==> src/rtl/dense_layer_engine.sv <==
// Fully-connected layer engine: buffers one input vector, streams weights/bias from
// a synchronous RAM per output node, accumulates in fixed point and applies an activation.
module dense_layer_engine #(
  parameter int DATA_WIDTH            = 32,
  parameter int FRAC_BITS             = 16,
  parameter int NUMBER_OF_INPUT_NODE  = 2,
  parameter int NUMBER_OF_OUTPUT_NODE = 32,
  parameter int WEIGHT_ADDR_WIDTH     = 8,
  parameter int LEAKY_SHIFT           = 3,
  localparam int NODE_W = (NUMBER_OF_OUTPUT_NODE > 1) ? $clog2(NUMBER_OF_OUTPUT_NODE) : 1
) (
  input  logic                         clk,
  input  logic                         rst_n,
  input  logic                         i_valid,
  input  logic [DATA_WIDTH-1:0]        i_data,
  output logic                         o_ready,
  input  logic [1:0]                   i_act_mode,
  output logic [WEIGHT_ADDR_WIDTH-1:0] o_weight_addr,
  input  logic [DATA_WIDTH-1:0]        i_weight_data,
  output logic                         o_valid,
  output logic [DATA_WIDTH-1:0]        o_data,
  output logic [NODE_W-1:0]            o_node_index,
  input  logic                         i_out_ready,
  output logic                         o_done,
  output logic                         o_sat
);

  localparam int N_IN   = NUMBER_OF_INPUT_NODE;
  localparam int N_OUT  = NUMBER_OF_OUTPUT_NODE;
  localparam int PROD_W = 2 * DATA_WIDTH;
  localparam int ACC_W  = PROD_W + $clog2(N_IN + 1);
  localparam int IN_W   = (N_IN > 1) ? $clog2(N_IN) : 1;
  localparam int CYC_W  = $clog2(N_IN + 2);
  localparam int WA     = WEIGHT_ADDR_WIDTH;

  typedef enum logic [1:0] {S_LOAD, S_MAC, S_ACT, S_OUT} state_e;

  state_e                        state_q, state_d;
  logic                          ready_q, ready_d;
  logic [IN_W-1:0]               in_cnt_q, in_cnt_d;
  logic signed [DATA_WIDTH-1:0]  x_q [N_IN];
  logic signed [DATA_WIDTH-1:0]  x_d [N_IN];
  logic [1:0]                    mode_q, mode_d;
  logic                          sat_q, sat_d;
  logic [NODE_W-1:0]             node_q, node_d;
  logic [NODE_W-1:0]             idx_q, idx_d;
  logic [CYC_W-1:0]              cyc_q, cyc_d;
  logic [WA-1:0]                 addr_q, addr_d;
  logic signed [ACC_W-1:0]       acc_q, acc_d;
  logic                          valid_q, valid_d;
  logic [DATA_WIDTH-1:0]         data_q, data_d;
  logic                          done_q, done_d;

  logic signed [DATA_WIDTH-1:0]  x_sel;
  logic signed [PROD_W-1:0]      prod;
  logic signed [ACC_W-1:0]       prod_ext, bias_ext, acc_shr;
  logic [ACC_W-DATA_WIDTH:0]     hi;
  logic                          ovf;
  logic signed [DATA_WIDTH-1:0]  clamped, act_val;
  logic                          last_in, last_node, last_cyc;

  // Weight arriving in MAC cycle c pairs with x[c-1] (RAM read latency of one).
  always_comb begin
    x_sel = '0;
    for (int unsigned k = 0; k < N_IN; k++) begin
      if (cyc_q == CYC_W'(k + 1)) x_sel = x_q[k];
    end
  end

  always_comb begin
    prod     = PROD_W'($signed(i_weight_data)) * PROD_W'(x_sel);
    prod_ext = ACC_W'(prod);
    bias_ext = ACC_W'($signed(i_weight_data)) <<< FRAC_BITS;
    acc_shr  = acc_q >>> FRAC_BITS;
    // Result fits only if every bit above the target sign bit equals the sign.
    hi       = acc_shr[ACC_W-1:DATA_WIDTH-1];
    ovf      = !((&hi) || !(|hi));
    if (ovf) clamped = acc_shr[ACC_W-1] ? {1'b1, {(DATA_WIDTH-1){1'b0}}}
                                        : {1'b0, {(DATA_WIDTH-1){1'b1}}};
    else     clamped = acc_shr[DATA_WIDTH-1:0];
    case (mode_q)
      2'd1:    act_val = clamped[DATA_WIDTH-1] ? '0 : clamped;
      2'd2:    act_val = clamped[DATA_WIDTH-1] ? (clamped >>> LEAKY_SHIFT) : clamped;
      default: act_val = clamped;
    endcase
  end

  assign last_in   = (in_cnt_q == IN_W'(N_IN - 1));
  assign last_node = (node_q == NODE_W'(N_OUT - 1));
  assign last_cyc  = (cyc_q == CYC_W'(N_IN + 1));

  always_comb begin
    state_d  = state_q;
    ready_d  = 1'b0;
    in_cnt_d = in_cnt_q;
    x_d      = x_q;
    mode_d   = mode_q;
    sat_d    = sat_q;
    node_d   = node_q;
    idx_d    = idx_q;
    cyc_d    = cyc_q;
    addr_d   = addr_q;
    acc_d    = acc_q;
    valid_d  = valid_q;
    data_d   = data_q;
    done_d   = 1'b0;
    case (state_q)
      S_LOAD: begin
        ready_d = 1'b1;
        if (i_valid && ready_q) begin
          for (int unsigned k = 0; k < N_IN; k++) begin
            if (in_cnt_q == IN_W'(k)) x_d[k] = i_data;
          end
          if (in_cnt_q == '0) begin
            mode_d = i_act_mode;
            sat_d  = 1'b0;
          end
          if (last_in) begin
            in_cnt_d = '0;
            ready_d  = 1'b0;
            node_d   = '0;
            cyc_d    = '0;
            acc_d    = '0;
            addr_d   = '0;
            state_d  = S_MAC;
          end else begin
            in_cnt_d = in_cnt_q + IN_W'(1);
          end
        end
      end
      S_MAC: begin
        cyc_d = cyc_q + CYC_W'(1);
        if (cyc_q < CYC_W'(N_IN)) addr_d = addr_q + WA'(1);
        if (cyc_q != '0) acc_d = acc_q + (last_cyc ? bias_ext : prod_ext);
        if (last_cyc) state_d = S_ACT;
      end
      S_ACT: begin
        data_d  = act_val;
        valid_d = 1'b1;
        idx_d   = node_q;
        if (ovf) sat_d = 1'b1;
        state_d = S_OUT;
      end
      S_OUT: begin
        if (i_out_ready) begin
          valid_d = 1'b0;
          if (last_node) begin
            done_d  = 1'b1;
            ready_d = 1'b1;
            state_d = S_LOAD;
          end else begin
            node_d  = node_q + NODE_W'(1);
            cyc_d   = '0;
            acc_d   = '0;
            addr_d  = addr_q + WA'(1);
            state_d = S_MAC;
          end
        end
      end
      default: state_d = S_LOAD;
    endcase
  end

  always_ff @(posedge clk or negedge rst_n) begin
    if (!rst_n) begin
      state_q  <= S_LOAD;
      ready_q  <= 1'b0;
      in_cnt_q <= '0;
      x_q      <= '{default: '0};
      mode_q   <= '0;
      sat_q    <= 1'b0;
      node_q   <= '0;
      idx_q    <= '0;
      cyc_q    <= '0;
      addr_q   <= '0;
      acc_q    <= '0;
      valid_q  <= 1'b0;
      data_q   <= '0;
      done_q   <= 1'b0;
    end else begin
      state_q  <= state_d;
      ready_q  <= ready_d;
      in_cnt_q <= in_cnt_d;
      x_q      <= x_d;
      mode_q   <= mode_d;
      sat_q    <= sat_d;
      node_q   <= node_d;
      idx_q    <= idx_d;
      cyc_q    <= cyc_d;
      addr_q   <= addr_d;
      acc_q    <= acc_d;
      valid_q  <= valid_d;
      data_q   <= data_d;
      done_q   <= done_d;
    end
  end

  assign o_ready       = ready_q;
  assign o_weight_addr = addr_q;
  assign o_valid       = valid_q;
  assign o_data        = data_q;
  assign o_node_index  = idx_q;
  assign o_done        = done_q;
  assign o_sat         = sat_q;

endmodule

==> config.mk <==
export PLATFORM = sky130hd
export DESIGN_NAME = dense_layer_engine
export DESIGN_NICKNAME = d
export VERILOG_FILES = /design/src/rtl/dense_layer_engine.sv
export SDC_FILE = /design/constraint.sdc
export NUM_CORES = 2
export LEC_CHECK = 0
export ABC_CLOCK_PERIOD_IN_PS = 28500
export BUFFER_PORTS_ARGS = -buffer_cell sky130_fd_sc_hd__buf_4
export CORE_ASPECT_RATIO = 1.2
export CORE_UTILIZATION = 36
export CTS_CLUSTER_DIAMETER = 150
export DETAILED_ROUTE_END_ITERATION = 10
export HOLD_SLACK_MARGIN = 0.02
export PLACE_DENSITY = 0.51
export REMOVE_ABC_BUFFERS = 1
export SLEW_MARGIN = 20
export SYNTH_ARGS = -nofsm -noshare
export SYNTH_HDL_FRONTEND = slang
export SYNTH_SLANG_ARGS = --single-unit
export TNS_END_PERCENT = 5
==> constraint.sdc <==
create_clock -name clk -period 28.5 [get_ports clk]
set_input_delay 5.7 -clock clk [delete_from_list [all_inputs] [get_ports clk]]
set_output_delay 5.7 -clock clk [all_outputs]
set_load 0.02 [all_outputs]
### Word level (Yosys, flattened, before mapping)

Cells that the tools add are included.

| word-level totals | value |
|---|---|
| logic and storage cells | 111 |
| output and inout bits | 49 |
| bits in registers | 191 |
| input bits | 70 |

| operators by class | value |
|---|---|
| reductions and logical operators | 21 |
| multipliers | 1 |
| add/subtract/negate cells | 5 |
| order comparisons | 1 |
| equality and inequality tests | 18 |
| bitwise logic cells | 1 |
| multiplexer cells | 49 |

Operator list:

| operator | count |
|---|---|
| 2-to-1 mux 66 bit | 6 |
| one-hot mux 66 bit (3 select lines) | 1 |
| 2-to-1 mux 32 bit | 5 |
| adder 66 bit | 1 |
| multiplier 32 x 32 -> 64 bit | 1 |
| one-hot mux 32 bit (2 select lines) | 1 |
| 2-to-1 mux 8 bit | 5 |
| 2-to-1 mux 31 bit | 1 |
| one-hot mux 8 bit (3 select lines) | 1 |
| 2-to-1 mux 5 bit | 4 |
| AND reduction 19 bit | 1 |
| OR reduction 19 bit | 1 |
| != test 2 bit (second input constant) | 9 |
| 2-to-1 mux 2 bit | 8 |
| AND reduction 6 bit | 2 |
| 2-to-1 mux 1 bit | 11 |
| == test 2 bit (second input constant) | 5 |
| one-hot mux 5 bit (2 select lines) | 1 |
| AND reduction 5 bit | 2 |
| adder 8 x 1 -> 8 bit (second input constant) | 1 |
| one-hot mux 2 bit (4 select lines) | 1 |
| AND reduction 4 bit | 2 |
| nonzero test 2 bit | 4 |
| == test 2 x 1 -> 1 bit (second input constant) | 3 |
| other kinds (15) | 19 |

### Depth between registers and ports, before layout

| logic depth | value |
|---|---|
| word-level depth | 8 |
| gate-level depth with buffers | 50 |

### Worst setup path after synthesis

Ideal clock, no wire load.

| timing path | value |
|---|---|
| path kind | input to register |
| start | input i_weight_data[31] |
| end | register acc_q[65] |
| arrival time | 15.311 ns |
| path buffers | 4 |
| path slack | 13.112 ns |
| required time | 28.423 ns |
| setup time | 0.077 ns |
| stages | 39 |
| path through | clkbuf_1 > clkbuf_1 > nand2_1 > inv_1 > fa_1 > fa_1 > fa_1 > inv_1 > fa_1 > inv_1 > fa_1 > fa_1 > inv_1 > fa_1 > inv_1 > fa_1 > ha_1 > clkbuf_1 > (+3 left out) > a221oi_4 > o21bai_1 > a211oi_1 > o31ai_1 > ha_1 > clkbuf_1 > a21o_1 > a21o_1 > a21o_1 > a21o_1 > a21oi_1 > nor2b_1 > o21ai_0 > o21ai_0 > a211oi_1 > xor2_1 > or3_1 > o21ai_1 |

| between the ends | value |
|---|---|
| cells in the longest elaborated chain, start to end | 5 |

Ends and longest elaborated chain:

| element | RTL line | RTL |
|---|---|---|
| start, declared | 19 | `input logic [DATA_WIDTH-1:0] i_weight_data,` |
| multiplier 32 x 32 -> 64 bit | 71 | `prod = PROD_W'($signed(i_weight_data)) * PROD_W'(x_sel);` |
| 2-to-1 mux 66 bit * | 134 | `if (cyc_q != '0) acc_d = acc_q + (last_cyc ? bias_ext : prod_ext);` |
| adder 66 bit * | 134 |  |
| 2-to-1 mux 66 bit * | 134 |  |
| one-hot mux 66 bit (3 select lines) * | 107 | `case (state_q)` |
| end signal, assigned | 176 | `acc_q <= '0;` |
| end signal, assigned | 191 | `acc_q <= acc_d;` |
| end, declared | 49 | `logic signed [ACC_W-1:0] acc_q, acc_d;` |

Mark *: on every way between the ends. The rest lies on a longest branch, timed or not. The select of a mux whose other input is x is not followed.
A chain may end at the register's enable or synchronous reset.

### Worst setup path after layout

| timing path | value |
|---|---|
| start | input i_weight_data[12] |
| end | register acc_q[65] |

The elaborated chain is that of the path after synthesis.

==> impl_summary.md <==
Outcome
The flow ran to the end, and the final reports show no timing, DRC or antenna violations.

Die
The floorplan step set the die width to 336 um. The top-level port count is 119. Measured along the y axis, the die boundary spans 403 um. The die covers 135000 sq um. The core region is 132000 sq um. For this configuration, the core starts out at a cell density of 0.364. Row generation in the floorplan step produced 146 rows.

Layout
After the last flow step, the layout net total stands at 6539. The filler cells instantiated in the layout total 13400. The area added between synthesis and finish is 6.47%.

Of the cells placed in the final design, the portion with a size suffix greater than 1 is 0.0633.

Global routing
The initial antenna violation count is 7. The met2 track demand over resource in global routing is 0.395. In the global route stage, met3 resource usage came out at 0.0211.

Entering global routing, the biggest net connects 78 pins. The sum of overflow across all layers after global routing is 0. The number of global-route vias before repair is 38700. The most congested layer reported by global routing is met2.

The total global routing track utilization is 0.218. In the global route stage, met1 resource usage came out at 0.278. The wire length of the first global-routing pass is 227 mm.

Worst setup path
The critical path's most frequent cell is fa_1. The flop-to-flop setup slack is 15.83 ns. The arrival time at the worst endpoint is 16.29 ns. The largest single stage delay on the critical path is 0.71 ns.

The required time at the endpoint of the critical path is 28.93 ns. The largest delay contributor family on the critical path is adder cells. The worst setup path is launched from an input port. The critical path runs through a total of 38 cells. The kind of critical path is input port to flip-flop. The top fanout value on the critical path is 33.

For the worst flop-to-flop path, the logic depth is 46. The number of buffers and inverters on the critical path is 5. The slowest library cell on the worst path is o31ai_1. STA classifies the critical path endpoint as a flip-flop.

Min path
The worst hold path depth is 2. The path class of the tightest hold or removal check is flip-flop to flip-flop.

Route
Summed over all layers, the routed wires come to 141 mm. Using the TritonRoute via totals, the vias-per-cell ratio works out to 5.07. The detail-routed net length per standard cell is 20.3 um. The detail route stage leaves a number of antenna-violating nets equal to 0. The detailed router finished its first iteration with 1660 violations. The count of unresolved DRC violations after routing is 0. Across all layers, the routed design uses 35100 vias.

For this run, the detailed router's first-pass iteration total came to 7.

Synth
The netlist area before placement is 48200 sq um. After synthesis, the largest family of logic cells by area is adder cells. The Yosys step of the flow raised 0 warnings. Among all cell types in the netlist, the one instantiated most often is fa_1. Of the total synthesized cell area, the portion taken by XOR and XNOR cells is 0.0236. The cell type with the highest aggregate area in the netlist is fa_1. Counting flops with an async set or reset pin after synthesis yields a share of 1.00. Sorting the synthesized cells by area gives the leading types as fa_1, dfrtp_1, inv_1. After synthesis, the most frequently instantiated cells are fa_1, inv_1, nand2_1. The adder and majority cell fraction of the synthesized area is 0.518. The share of synthesized cell area in and, or, nand and nor gates is 0.156. The share of the synthesized area in compound gates (AO/OA/AOI/OAI) is 0.0873.

The number of distinct library cell variants in the gate-level netlist after synthesis is 73. The flip-flop and latch count after synthesis is 191. The share of the Yosys chip area taken by registers is 0.0992. The mean instance size in the synthesized netlist is 9.21 sq um. The area share of the largest cell type after synthesis is 0.450. Of the post-synthesis cell area, the part taken by muxes is 0.0177.

The most used flip-flop cell after synthesis is dfrtp_1. The number of cells produced by synthesis is 5230. In this run, synthesis inferred 0 flip-flops with an integrated enable.

Clock tree
The root buffer cell is clkbuf_16. The number of levels the H-tree was split into is 4. The number of sinks on the clock net is 191. The maximum buffer depth of the clock tree is 2. The clock input transition at the sequential cells of the worst setup and hold paths is 0.09 ns.

TritonCTS built the clock tree. Buffers inserted to repair hold after CTS numbered 0. The count of instances resized after the clock tree is built is 0. Post-CTS timing repair inserted 0 buffers for setup. The clock latency reported for the late side of the worst-skew pair is 0.51 ns. The TritonCTS buffer count is 17.

STA
The setup clock skew after layout is 0.0289 ns. The number of pins exceeding their max-slew limit in the final report was 0. The fmax is 63.1 MHz.

At the pin with the least slew margin, the transition time is 1.03 ns. The number of hold violations in the final report came to 0. The worst path in the final design needs a cycle of 15.86 ns, including I/O delays and setup.

Setup repair after global routing left no endpoint under its margin. Setup violations remaining at the end of the flow were counted as 0. Summed over all failing endpoints, the final setup total negative slack is 0 ns.

The relative slew slack is 0.310. The fraction of the cycle the final worst path needs is 0.556.

Placed design
Detailed placement ended at an HPWL of 111 mm. Input and output buffers added on the ports amount to 118. The final weighted congestion in routability-driven placement is 0.880.

Flow run
Max-cap violations in this run came to 0.
==> final cells by class <==
| cell class | instances | area, sq um | share of cell area |
|---|---|---|---|
| Clock buffer | 20 | 457 | 0.00891 |
| Sequential cell | 191 | 4780 | 0.0932 |
| Antenna cell | 3 | 7.51 | 0.000146 |
| Multi-Input combinational cell | 3791 | 38800 | 0.757 |
| Timing Repair Buffer | 160 | 1210 | 0.0235 |
| Inverter | 963 | 3610 | 0.0705 |
| Clock inverter | 12 | 168 | 0.00327 |
| Tap cell | 1776 | 2220 | 0.0433 |
==> layer usage <==
metal / vias up / part of all wire / routed length (um)
met2: 627 / 0.53 / 74300
met5: - / 0 / 0
li1: 15700 / - / -
met1: 18600 / 0.42 / 58600
met3: 163 / 0.030 / 4180
met4: 0 / 0.025 / 3490
==> registers in the layout, indices dropped and copies added (netlist names) <==
name / count
acc_q: 66
x_q: 64
o_data: 32
o_weight_addr: 8
node_q: 5
o_node_index: 5
cyc_q: 2
mode_q: 2
state_q: 2
in_cnt_q: 1
o_done: 1
o_ready: 1
o_sat: 1
o_valid: 1
==> worst paths after layout <==
check                                      from                    end
max                           i_weight_data[12]  acc_q[65]$_DFFE_PN0P_
min                        acc_q[4]$_DFFE_PN0P_   acc_q[4]$_DFFE_PN0P_
max reg2reg                cyc_q[0]$_DFFE_PN0P_  acc_q[65]$_DFFE_PN0P_
min reg2reg                acc_q[4]$_DFFE_PN0P_   acc_q[4]$_DFFE_PN0P_
max in group asynchronous                 rst_n    x_q[13]$_DFFE_PN0P_
min in group asynchronous                 rst_n  o_data[8]$_DFFE_PN0P_
==> cell usage in the layout, fill, tap and decap left out, types with 88 or more instances in the layout <==
master / count
nor2_1: 119
nand2_1: 756
inv_1: 963
o21ai_0: 216
dfrtp_1: 191
ha_1: 259
a21oi_1: 168
nor2b_1: 88
fa_1: 1083
buf_4: 159
and2_1: 440
==> per-stage QoR <==
stage                     setup slack, ns  instance area, sq um  std cells  hold WS (ns)  utilization
after global placement              12.15                 50600       6881         0.466        0.382
after global routing                12.06                 51300       6916         0.511        0.387
after detailed placement            12.15                 50600       6881         0.473        0.382
final                               12.64                 51300       6916         0.489        0.387
after CTS                           12.68                 51300       6913         0.493        0.387
after floorplan                     13.53                 47100       4945         0.455            -
==> kinds of logic (layout without fill, tap and decap cells) <==
kind of cell	after synthesis	count (layout)
AOI/OAI and AO/OA	678	678
buffers and inverters	1248	1155
adders and majority gates	1345	1345
muxes	76	76
and+or+nand+nor	1562	1562
DFF	191	191
other	0	3
xor gates and xnor gates	130	130
==> worst register-to-register path, delay by kind of cell (launching register included) <==
family	cells	cell delay [ns]
adders and majority gates	11	4.86
and+or+nand+nor	14	2.78
AOI/OAI and AO/OA	10	2.47
buffers and inverters	9	1.81
DFF	1	0.43
xor gates and xnor gates	2	0.29
Power is not shown: default switching activity piles up to over one toggle a cycle in this logic, so the estimate is an artifact.
